File: src/rtl/cordic_exp_scheduler.sv
// Round-robin front end sharing one pipelined CORDIC exponential core among NREQ requesters,
// with a latency-matched ID tag pipeline and a halt/drain FSM for quiescing the core.
module cordic_exp_scheduler #(
  parameter int NREQ     = 4,
  parameter int SZ       = 8,
  parameter int LAT      = 8,
  parameter int XIN_INIT = 77
) (
  input  logic                    clk,
  input  logic                    rst_n,
  input  logic [NREQ-1:0]         req_valid,
  input  logic [NREQ*SZ-1:0]      req_angle,
  output logic [NREQ-1:0]         req_ready,
  input  logic                    halt,
  output logic                    idle,
  output logic [SZ-1:0]           cordic_angle,
  output logic [SZ-1:0]           cordic_xin,
  output logic [SZ-1:0]           cordic_yin,
  input  logic [SZ+1:0]           cordic_exp,
  output logic                    res_valid,
  output logic [$clog2(NREQ)-1:0] res_id,
  output logic [SZ+1:0]           res_exp
);

  localparam int IDW = $clog2(NREQ);
  localparam int CW  = $clog2(LAT + 3);

  typedef enum logic [1:0] {RUN, DRAIN, HALTED} state_t;

  state_t           state, state_nxt;
  logic [IDW-1:0]   last;
  logic [IDW-1:0]   grant_id;
  logic [IDW-1:0]   idx;
  logic             grant_any;
  logic             enable;
  logic             accept;
  logic [CW-1:0]    cnt;
  // Stage 0 runs alongside the cordic_angle register; stages 1..LAT track the core.
  logic [LAT:0]           tag_vld;
  logic [LAT:0][IDW-1:0]  tag_id;

  assign cordic_xin = SZ'(XIN_INIT);
  assign cordic_yin = '0;
  assign idle       = (state == HALTED);
  assign enable     = rst_n && !halt && (state == RUN);
  assign accept     = enable && grant_any;

  always_comb begin
    grant_any = 1'b0;
    grant_id  = '0;
    idx       = '0;
    for (int k = 1; k <= NREQ; k++) begin
      idx = IDW'((int'(last) + k) % NREQ);
      if (!grant_any && req_valid[idx]) begin
        grant_any = 1'b1;
        grant_id  = idx;
      end
    end
  end

  always_comb begin
    req_ready = '0;
    if (accept) req_ready = NREQ'(1) << grant_id;
  end

  always_comb begin
    state_nxt = state;
    case (state)
      RUN:     if (halt) state_nxt = DRAIN;
      DRAIN:   if (!halt) state_nxt = RUN;
               else if (cnt == '0) state_nxt = HALTED;
      HALTED:  if (!halt) state_nxt = RUN;
      default: state_nxt = RUN;
    endcase
  end

  always_ff @(posedge clk or negedge rst_n) begin
    if (!rst_n) begin
      state        <= RUN;
      last         <= IDW'(NREQ - 1);
      cordic_angle <= '0;
      tag_vld      <= '0;
      tag_id       <= '0;
      res_valid    <= 1'b0;
      res_id       <= '0;
      res_exp      <= '0;
      cnt          <= '0;
    end else begin
      state   <= state_nxt;
      tag_vld <= {tag_vld[LAT-1:0], accept};
      tag_id  <= {tag_id[LAT-1:0], grant_id};
      if (accept) begin
        cordic_angle <= req_angle[grant_id*SZ +: SZ];
        last         <= grant_id;
      end
      res_valid <= tag_vld[LAT];
      res_id    <= tag_id[LAT];
      res_exp   <= cordic_exp;
      // An item retires on the edge that registers its result, so a full pipe holds LAT+1.
      case ({accept, tag_vld[LAT]})
        2'b10:   cnt <= cnt + CW'(1);
        2'b01:   cnt <= cnt - CW'(1);
        default: cnt <= cnt;
      endcase
    end
  end

endmodule

File: config.mk
export PLATFORM = sky130hd
export DESIGN_NAME = cordic_exp_scheduler
export DESIGN_NICKNAME = d
export VERILOG_FILES = /design/src/rtl/cordic_exp_scheduler.sv
export SDC_FILE = /design/constraint.sdc
export NUM_CORES = 1
export LEC_CHECK = 0
export ABC_AREA = 1
export BUFFER_PORTS_ARGS = -buffer_cell sky130_fd_sc_hd__buf_2
export CORE_UTILIZATION = 40
export DETAILED_ROUTE_END_ITERATION = 8
export PLACE_DENSITY_LB_ADDON = 0.3
export SLEW_MARGIN = 20
export SYNTH_ARGS = -nofsm -noshare
export SYNTH_HDL_FRONTEND = slang
export SYNTH_SLANG_ARGS = --single-unit
File: constraint.sdc
create_clock -name clk -period 2.65 [get_ports clk]
set_input_delay 0.265 -clock clk [delete_from_list [all_inputs] [get_ports clk]]
set_output_delay 0.265 -clock clk [all_outputs]
set_load 0.02 [all_outputs]
; Yosys cells after proc, flatten, opt, wreduce, memory -nomap -nowiden
; Index checks and enable logic that the tools add are counted.
[totals]
reg_bits = 56
input_bits = 49
out_inout_bits = 42
word_cells = 73
[classes]
n_addsub = 6
order_cmp = 4
eq_ne = 7
shift = 2
n_mux = 23
reduce_logical = 14
[op_table]
columns = op, n
row1 = 32-bit by 6-bit variable part select with 8-bit output, 1
row2 = 2-bit two-way mux, 8
row3 = 2-bit by 3-bit less-than comparator with 1-bit output (second input constant), 4
row4 = 1-bit binary-select mux with 2-bit select, 4
row5 = 1-bit two-way mux, 8
row6 = 4-bit case mux with 2 select lines, 1
row7 = 1-bit logical AND, 6
row8 = 2-bit case mux with 3 select lines, 1
row9 = 2-bit by 1-bit adder with 2-bit output (second input constant), 2
row10 = 2-bit adder (second input constant), 2
row11 = 4-bit by 1-bit adder with 4-bit output (second input constant), 1
row12 = 2-bit by 1-bit equality test with 1-bit output (second input constant), 2
row13 = 2-bit equality test (second input constant), 2
row14 = 1-bit logical NOT, 4
row15 = 4-bit logical NOT, 1
row16 = 4-bit two-way mux, 1
row17 = 2-bit inequality test (second input constant), 2
row18 = 1-bit by 2-bit left shift with 4-bit output (first input constant), 1
row19 = 4-bit by 1-bit subtractor with 4-bit output (second input constant), 1
row20 = 3-bit inequality test (second input constant), 1
row21 = 3-bit AND reduction, 1
row22 = 2-bit logical NOT, 1
row23 = 2-bit nonzero test, 1

; Depth between registers and ports, before layout
; Gate-level depths: netlist of the first run.
[depth]
depth_word = 16
mapped_depth = 17
mapped_depth_nobuf = 16

; Worst setup path before layout of the first run
; No wires, ideal clock.
[synth_path]
path_kind = register -> register
startpoint = register last[0]
endpoint = register cnt[2]
setup_time_ns = 0.128
t_arrival_ns = 2.301
required_ns = 2.522
setup_slack_ns = 0.221
stages_incl_launch_ff = 18
path_buffers = 1
period_less_slack_ns = 2.429
path_cell_list = dfstp_2 > inv_2 > nand2_1 > nand2_1 > nand2_1 > nand2_2 > nor2_2 > nand3_2 > nand2_1 > buf_2 > ha_1 > nand2_1 > inv_1 > nor2_1 > ha_1 > a21oi_1 > xnor2_1 > o21ai_0
[synth_between]
elab_chain_cells = 16
elab_cells_between_ends = 27
classes_between = 4 x add/sub / 2 x eq/ne / 13 x mux / 8 x reduce/logical
[synth_rtl]
columns = item, line_no
row1 = "start, declared", 31  ; logic [IDW-1:0] last;
row2 = "start signal, assigned", 80  ; last <= IDW'(NREQ - 1);
row3 = "start signal, assigned", 94  ; last <= grant_id;
row4 = 2-bit by 1-bit adder with 2-bit output, 53  ; idx = IDW'((int'(last) + k) % NREQ);
row5 = 1-bit binary-select mux with 2-bit select, 54  ; if (!grant_any && req_valid[idx]) begin
row6 = 1-bit two-way mux (implied by the code), 54
row7 = 1-bit two-way mux, 54
row8 = 1-bit logical NOT, 54
row9 = 1-bit logical AND, 54
row10 = 1-bit two-way mux, 54
row11 = 1-bit logical NOT, 54
row12 = 1-bit logical AND, 54
row13 = 1-bit two-way mux, 54
row14 = 1-bit logical NOT, 54
row15 = 1-bit logical AND, 54
row16 = 1-bit two-way mux *, 54
row17 = 1-bit logical AND *, 46  ; assign accept = enable && grant_any;
row18 = 2-bit by 1-bit equality test with 1-bit output or 2-bit equality test (tied branches), 100  ; case ({accept, tag_vld[LAT]})
row19 = 4-bit case mux with 2 select lines or 2-bit nonzero test (tied branches), n/a
row20 = "end signal, assigned", 101  ; 2'b10: cnt <= cnt + CW'(1);
row21 = "end signal, assigned", 102  ; 2'b01: cnt <= cnt - CW'(1);
row22 = "end signal, assigned", 103  ; default: cnt <= cnt;
row23 = "end, declared", 37  ; logic [CW-1:0] cnt;
; Mark *: on every way between the ends. The rest lies on a longest branch, timed or not. The select of a mux whose other input is x is not followed.
; A chain may end at the register's enable or synchronous reset.

; Worst setup path after layout of the first run
[layout_path]
startpoint = register last[0]
endpoint = output req_ready[1]
[layout_between]
elab_chain_cells = 15
elab_cells_between_ends = 29
classes_between = 4 x add/sub / 1 x shift / 17 x mux / 7 x reduce/logical
[layout_rtl]
columns = item, line_no
row1 = 2-bit by 1-bit adder with 2-bit output, 53
row2 = 1-bit binary-select mux with 2-bit select, 54
row3 = 1-bit two-way mux (implied by the code), 54
row4 = 1-bit two-way mux, 54
row5 = 1-bit logical NOT, 54
row6 = 1-bit logical AND, 54
row7 = 1-bit two-way mux, 54
row8 = 1-bit logical NOT, 54
row9 = 1-bit logical AND, 54
row10 = 1-bit two-way mux, 54
row11 = 1-bit logical NOT, 54
row12 = 1-bit logical AND, 54
row13 = 2-bit two-way mux or 1-bit two-way mux (tied branches), 54
row14 = 1-bit by 2-bit left shift with 4-bit output or 1-bit logical AND (tied branches), "63, 46"
row15 = 4-bit two-way mux *, 63  ; if (accept) req_ready = NREQ'(1) << grant_id;
row16 = "end, declared", 13  ; output logic [NREQ-1:0] req_ready,
; Marks and branches as above.

==> results.tsv, run 1 <==
metric	value	unit
critical_path.max_stage_delay	0.58	ns
synth.area.top_cells	dfrtp_1 54%, nand2_1 10%, nand3_1 6.0%	
drive_gt1_share	31.82	%
grt_max_degree	57	
pwr-share-clk	13.8	%
grt_usage	14.67	%
num-fill-cells	584	
dp_cells	416	
path_delay_family	simple AND/OR/NAND/NOR gates	
htreeDepth	2	
cp-start-kind	register	
clock_latency	0.31	ns
ys_warn_count	0	
worstSetupEndpointType	output port	
ant_nets	0	
cap_violations	0	
tns	0	ns
crit_required	2.38	ns
grt_pass1_wl	7224	µm
via_count	1879	
drtPass1Iterations	6	
synth_cells	270	
peakVddDrop	548.1	µV
internal-power	1916	µW
layout.area.seq	1404	µm²
p_leak	0.001708	µW
avgSynthCellArea	9.236	µm²
swShare	44.33	%
fin_cells	427	
clockRootBuffer	clkbuf_8	
fin_crit_sh	94.12	%
grt_pass1_vias	1684	
die_w	80.96	µm
drc_errors	0	
core	5956	µm²
yosysSeqAreaShare	56.30	%
p_comb_share	48.3	%
dp_hpwl	3368	µm
cts-hold-fix-buffers	0	
synth_top_area_cell	dfrtp_1	
n_antenna_cell	0	
synthFlopType	dfrtp_1	
crit_top_cell	nand2_1	
clk_pin_slew_worst_paths	0.10	ns
placed_area	2869	µm²
critical-path-slowest-cell	dfstp_2	
setup_viol	0	
fmax	400.9	MHz
synth_area	2494	µm²
yosysMostFrequentCell	nand2_1	
arrival	2.23	ns
cts_tree	done	
start_util	41.87	%
hold_class	input port to register	
relSlewSlack	55.53	%
fin_skew	0.007508	ns
switching_power	1526	µW
clock-sinks	56	
drt-total-wl	4563	µm
yosysTopAreaCellShare	54.19	%
power.total	3441	µW
die-height	80.96	µm
finalMaxSlewViolations	0	
io_buffer_count	74	
antenna_found_initial	0	
synthDistinctLibCells	29	
power_density	1146	nW/µm²
crit_chain	inv_2 > nand2_1 > nand2_1 > nand2_1 > nand2_1 > nand2_1 > nand2_2 > nor2_2 > nand2_4 > nand2_8 > nand2_2 > nor2_1 > buf_2	
row_count	28	
areaGrowthSynthToFinish	20.37	%
cts_buffer_depth	2	
routedWlPerCell	10.69	µm
holdWs	0.05317	ns
final_hold_viol_count	0	
async_flop_share	100.0	%
outcome	complete, no violations	
tightest_slew	0.6671	ns
overflow	0	
ys_ff_latch	56	
cp.buffers_inverters	2	
finalNetCount	403	
cts_buffers	5	
viasPerCell	4.400	
seqPwrFrac	37.9	%
worstPathMaxFanout	13	
path_class	register to output port	
synth_edf_count	0	
layout_min_cycle_time	2.494	ns
gp_congestion	0.8210	
io_pins	91	
dieArea	6554	µm²
synthTopCellsByCount	69 x nand2_1, 54 x dfrtp_1, 36 x inv_1	
multi_input_area	852.1	µm²
drt_iter0_drc	45	
stdcell_area	3002	µm²
==> cells by family (layout without fill, tap and decap cells) <==
| group | after synthesis | count (layout) | share of synthesized area (%) |
|---|---|---|---|
| AND/OR/NAND/NOR | 133 | 134 | 24.89 |
| flip-flops | 56 | 56 | 56.30 |
| adder cells (fa/ha/maj) | 3 | 3 | 1.505 |
| other | 2 | 16 | 0.3012 |
| buffers and inverters | 59 | 126 | 12.29 |
| AO/OA/AOI/OAI | 13 | 13 | 3.312 |
| XOR/XNOR | 4 | 4 | 1.405 |
==> per-layer routing <==
metal | track usage, % | vias up | wire length [µm]
li1 | - | 959 | -
met1 | 17.96 | 858 | 2048
met2 | 24.87 | 58 | 2221
met3 | 4.382 | 4 | 252
met4 | 4.286 | 0 | 41
met5 | 0 | - | 0
==> through the flow <==
step | util [%] | setup WS [ns]
4_1_cts | 49.79 | 0.008061
5_1_grt | 50.40 | -0.0002891
2_1_floorplan | - | 0.2206
3_3_place_gp | 48.17 | 0.3403
3_5_place_dp | 48.17 | 0.2166
6_report | 50.40 | 0.1558
==> path summary, 6_finish.rpt <==
| path | start | to | slack, ns | cells past startpoint |
|---|---|---|---|---|
| min in group asynchronous | rst_n | state[0] | 0.09 | 2 |
| hold / removal | cordic_exp[0] | res_exp[0] | 0.05 | 1 |
| max in group asynchronous | rst_n | tag_id[3] | 2.12 | 2 |
| setup reg to reg | last[0] | cnt[2] | 0.26 | 16 |
| hold reg to reg | tag_id[7] | tag_id[9] | 0.35 | 0 |
| setup / recovery | last[0] | req_ready[1] | 0.16 | 13 |
==> power by group through the flow <==
stage	combinational [µW]	clock (µW)	sequential, µW
finish	1660	476	1300
global route	1860	537	1350
CTS	1590	504	1320
detailed placement	1580	0	1330
global placement	1560	0	1310
floorplan	1260	0	1400
==> worst register-to-register path: stages, from the launching register on <==
cell and delay, ns:
dfstp_2 0.58, inv_2 0.10, nand2_1 0.09, nand2_1 0.06, nand2_1 0.09, nand2_2 0.06
nor2_2 0.11, nand3_2 0.11, nand2_2 0.12, ha_1 0.21, nand2_1 0.07, inv_1 0.08
nor2_1 0.05, ha_1 0.18, a21oi_1 0.14, xnor2_1 0.13, o21ai_0 0.09
==> cells in the final DEF, fill, tap and decap left out, drive strengths merged <==
cell type  instances
nand3             31
a21boi             1
nor3               1
dfstp              2
o31ai              1
ha                 3
clkinv             1
inv               42
nor2              15
clkbuf             5
dfrtp             54
or2                4
nor4               1
xnor2              4
o211ai             5
buf               78
a21oi              3
conb              16
o21ai              3
nand2             82
==> registers in the layout (all words and copies together), names as in the netlist <==
signal	flops
res_valid	1
state	2
cordic_angle	8
tag_vld	9
cnt	4
tag_id	18
res_id	2
res_exp	10
last	2
==> layout make-up <==
cell class	instances	area share (%)
well taps	75	3.126
multi-input cells	170	28.39
clock inverters	3	0.8754
flip-flops and latches	56	46.77
inverters	40	5.085
repair buffers	78	13.46
clock buffers	5	2.293
==> repair_timing <==
action / in CTS / in global routing
cloned: 0 / 1
endpoints found under the setup margin: 4 / 5
gates resized for setup: 1 / 4
pin swaps: 0 / 2
setup buffers: 0 / 2
endpoints found under the hold margin: 0 / 0
Power figures use the tool's default switching activity.
==> run 2, diff against run 1 <==
Settings changed: SETUP_SLACK_MARGIN set to 0.3.
==> results.tsv, run 2 (synthesized netlist as in run 1, its figures left out) <==
metric	value	unit	change
outcome	complete, no violations		
grt_pass1_vias	1691		+0.42%
io_pins	91		unchanged
htreeDepth	2		unchanged
swShare	43.68	%	-0.65 points
cp-start-kind	register		
hold_class	input port to register		
drt_iter0_drc	57		+27%
drt-total-wl	5174	µm	+13%
cts_buffers	5		unchanged
cap_violations	0		unchanged
clock-sinks	56		unchanged
clk_pin_slew_worst_paths	0.10	ns	about the same
worstPathMaxFanout	6		-7
seqPwrFrac	31.2	%	-6.7 points
multi_input_area	1035	µm²	+21%
largest_register_ffs	18		unchanged
drc_errors	0		unchanged
fin_skew	0.006659	ns	-0.0008491 ns
layout_min_cycle_time	2.353	ns	-0.1412 ns
fin_cells	451		+5.6%
p_leak	0.001864	µW	+9.1%
final_cell_mix	70 x buf_2, 54 x dfrtp_1, 45 x nand2_1		
pwr-share-clk	10.8	%	-3.0 points
cts_tree	done		
dp_slack	0.2998	ns	+0.08326 ns
switching_power	1839	µW	+21%
final_hold_viol_count	0		unchanged
ant_nets	0		unchanged
tns	0	ns	unchanged
drtPass1Iterations	4		-2
io_buffer_count	74		unchanged
num-fill-cells	519		-11%
rsz0062_at_grt	true		
met1_usage	20.56	%	+2.6 points
core	5956	µm²	unchanged
final_common_cell	buf_2		
grt_pass1_wl	7741	µm	+7.2%
p_comb_share	58.0	%	+9.7 points
n_antenna_cell	0		unchanged
areaGrowthSynthToFinish	36.98	%	
clockRootBuffer	clkbuf_8		
power.total	4210	µW	+22%
start_util	41.87	%	unchanged
path_class	register to output port		
internal-power	2371	µW	+24%
overflow	0		unchanged
routedWlPerCell	11.47	µm	+7.4%
drive_gt1_share	45.48	%	+14 points
die-height	80.96	µm	unchanged
gp_congestion	0.7547		-8.1%
use_met2	24.62	%	-0.25 points
dp_hpwl	3257	µm	-3.3%
setup_viol	0		unchanged
finalNetCount	427		+6.0%
power_density	1232	nW/µm²	+7.5%
largest_registers	tag_id: 18 flops, res_exp: 10 flops, tag_vld: 9 flops		
fmax	425.0	MHz	+6.0%
holdWs	0.05601	ns	+0.002849 ns
antenna_found_initial	0		unchanged
finalWorstSetupSlack	0.2970	ns	+0.1412 ns
via_count	1989		+5.9%
viasPerCell	4.410		+0.22%
relSlewSlack	54.06	%	-1.5 points
arrival	2.09	ns	-0.14 ns
clock_latency	0.30	ns	about the same
globalRouteMet3Util	4.045	%	-0.34 points
dp_cells	416		unchanged
busiest_layer	met2		
crit_required	2.38	ns	about the same
die_w	80.96	µm	unchanged
grt_usage	15.57	%	+0.90 points
tightest_slew	0.6890	ns	+0.02193 ns
row_count	28		unchanged
fin_crit_sh	88.79	%	-5.3 points
peakVddDrop	824.2	µV	+50%
finalMaxSlewViolations	0		unchanged
dieArea	6554	µm²	unchanged
cts-hold-fix-buffers	0		unchanged
top_register	tag_id		
grt_max_degree	57		unchanged
worstSetupEndpointType	output port		
cts_buffer_depth	2		unchanged
layout.area.seq	1404	µm²	unchanged
==> run 2: what timing repair did <==
action	CTS	global route
setup endpoints to repair	5	10
buffers inserted	12	14
pin swaps	6	17
cloned	1	0
gates resized for setup	16	53
==> run 2: per-stage QoR <==
| step | cell area [µm²] | util, % |
|---|---|---|
| after global placement | 2874 | 48.26 |
| after CTS | 3141 | 52.73 |
| after detailed placement | 2874 | 48.26 |
| after global routing | 3416 | 57.35 |
| final | 3416 | 57.35 |
| after floorplan | 2554 | - |
==> run 2: power groups by stage <==
| stage | logic (µW) | clock network [µW] | registers (µW) |
|---|---|---|---|
| global placement | 1570 | 0 | 1310 |
| global route | 2680 | 508 | 1350 |
| floorplan | 1260 | 0 | 1400 |
| finish | 2440 | 453 | 1310 |
| CTS | 1910 | 479 | 1320 |
| detailed placement | 1580 | 0 | 1330 |
==> run 2: final cells by class <==
| type | count | area share, % |
|---|---|---|
| well taps | 75 | 2.747 |
| clock inverters | 3 | 0.6960 |
| multi-input cells | 170 | 30.29 |
| clock buffers | 5 | 2.015 |
| inverters | 40 | 4.835 |
| repair buffers | 102 | 18.31 |
| flip-flops and latches | 56 | 41.10 |
==> run 2: worst max-delay path, cell delays in order, from the launching register on <==
cell,delay (ns)
dfstp_2,0.61
inv_4,0.07
nand2_2,0.09
nand2_2,0.07
nand2_2,0.07
nand2_2,0.07
nand2_1,0.10
nand2_4,0.09
nor2_4,0.11
nand2_4,0.10
nand2_8,0.09
nand2_2,0.06
nor2_1,0.10
buf_4,0.15
==> run 2: worst paths after layout <==
check                         startpoint  depth (start not counted)  slack, ns         endpoint
min in group asynchronous          rst_n                          2       0.09         state[1]
setup reg to reg                 last[1]                         17       0.34           cnt[2]
max in group asynchronous          rst_n                          2       2.10  cordic_angle[6]
setup / recovery                 last[1]                         13       0.30     req_ready[3]
hold / removal             cordic_exp[4]                          1       0.06       res_exp[4]
hold reg to reg               tag_vld[2]                          0       0.35       tag_vld[3]
==> run 2: per-layer routing <==
metal  part of all wire, %  vias up
li1                      -     1010
met1                    44      910
met2                    49       63
met3                   5.7        6
met4                  0.99        0
met5                     0        -
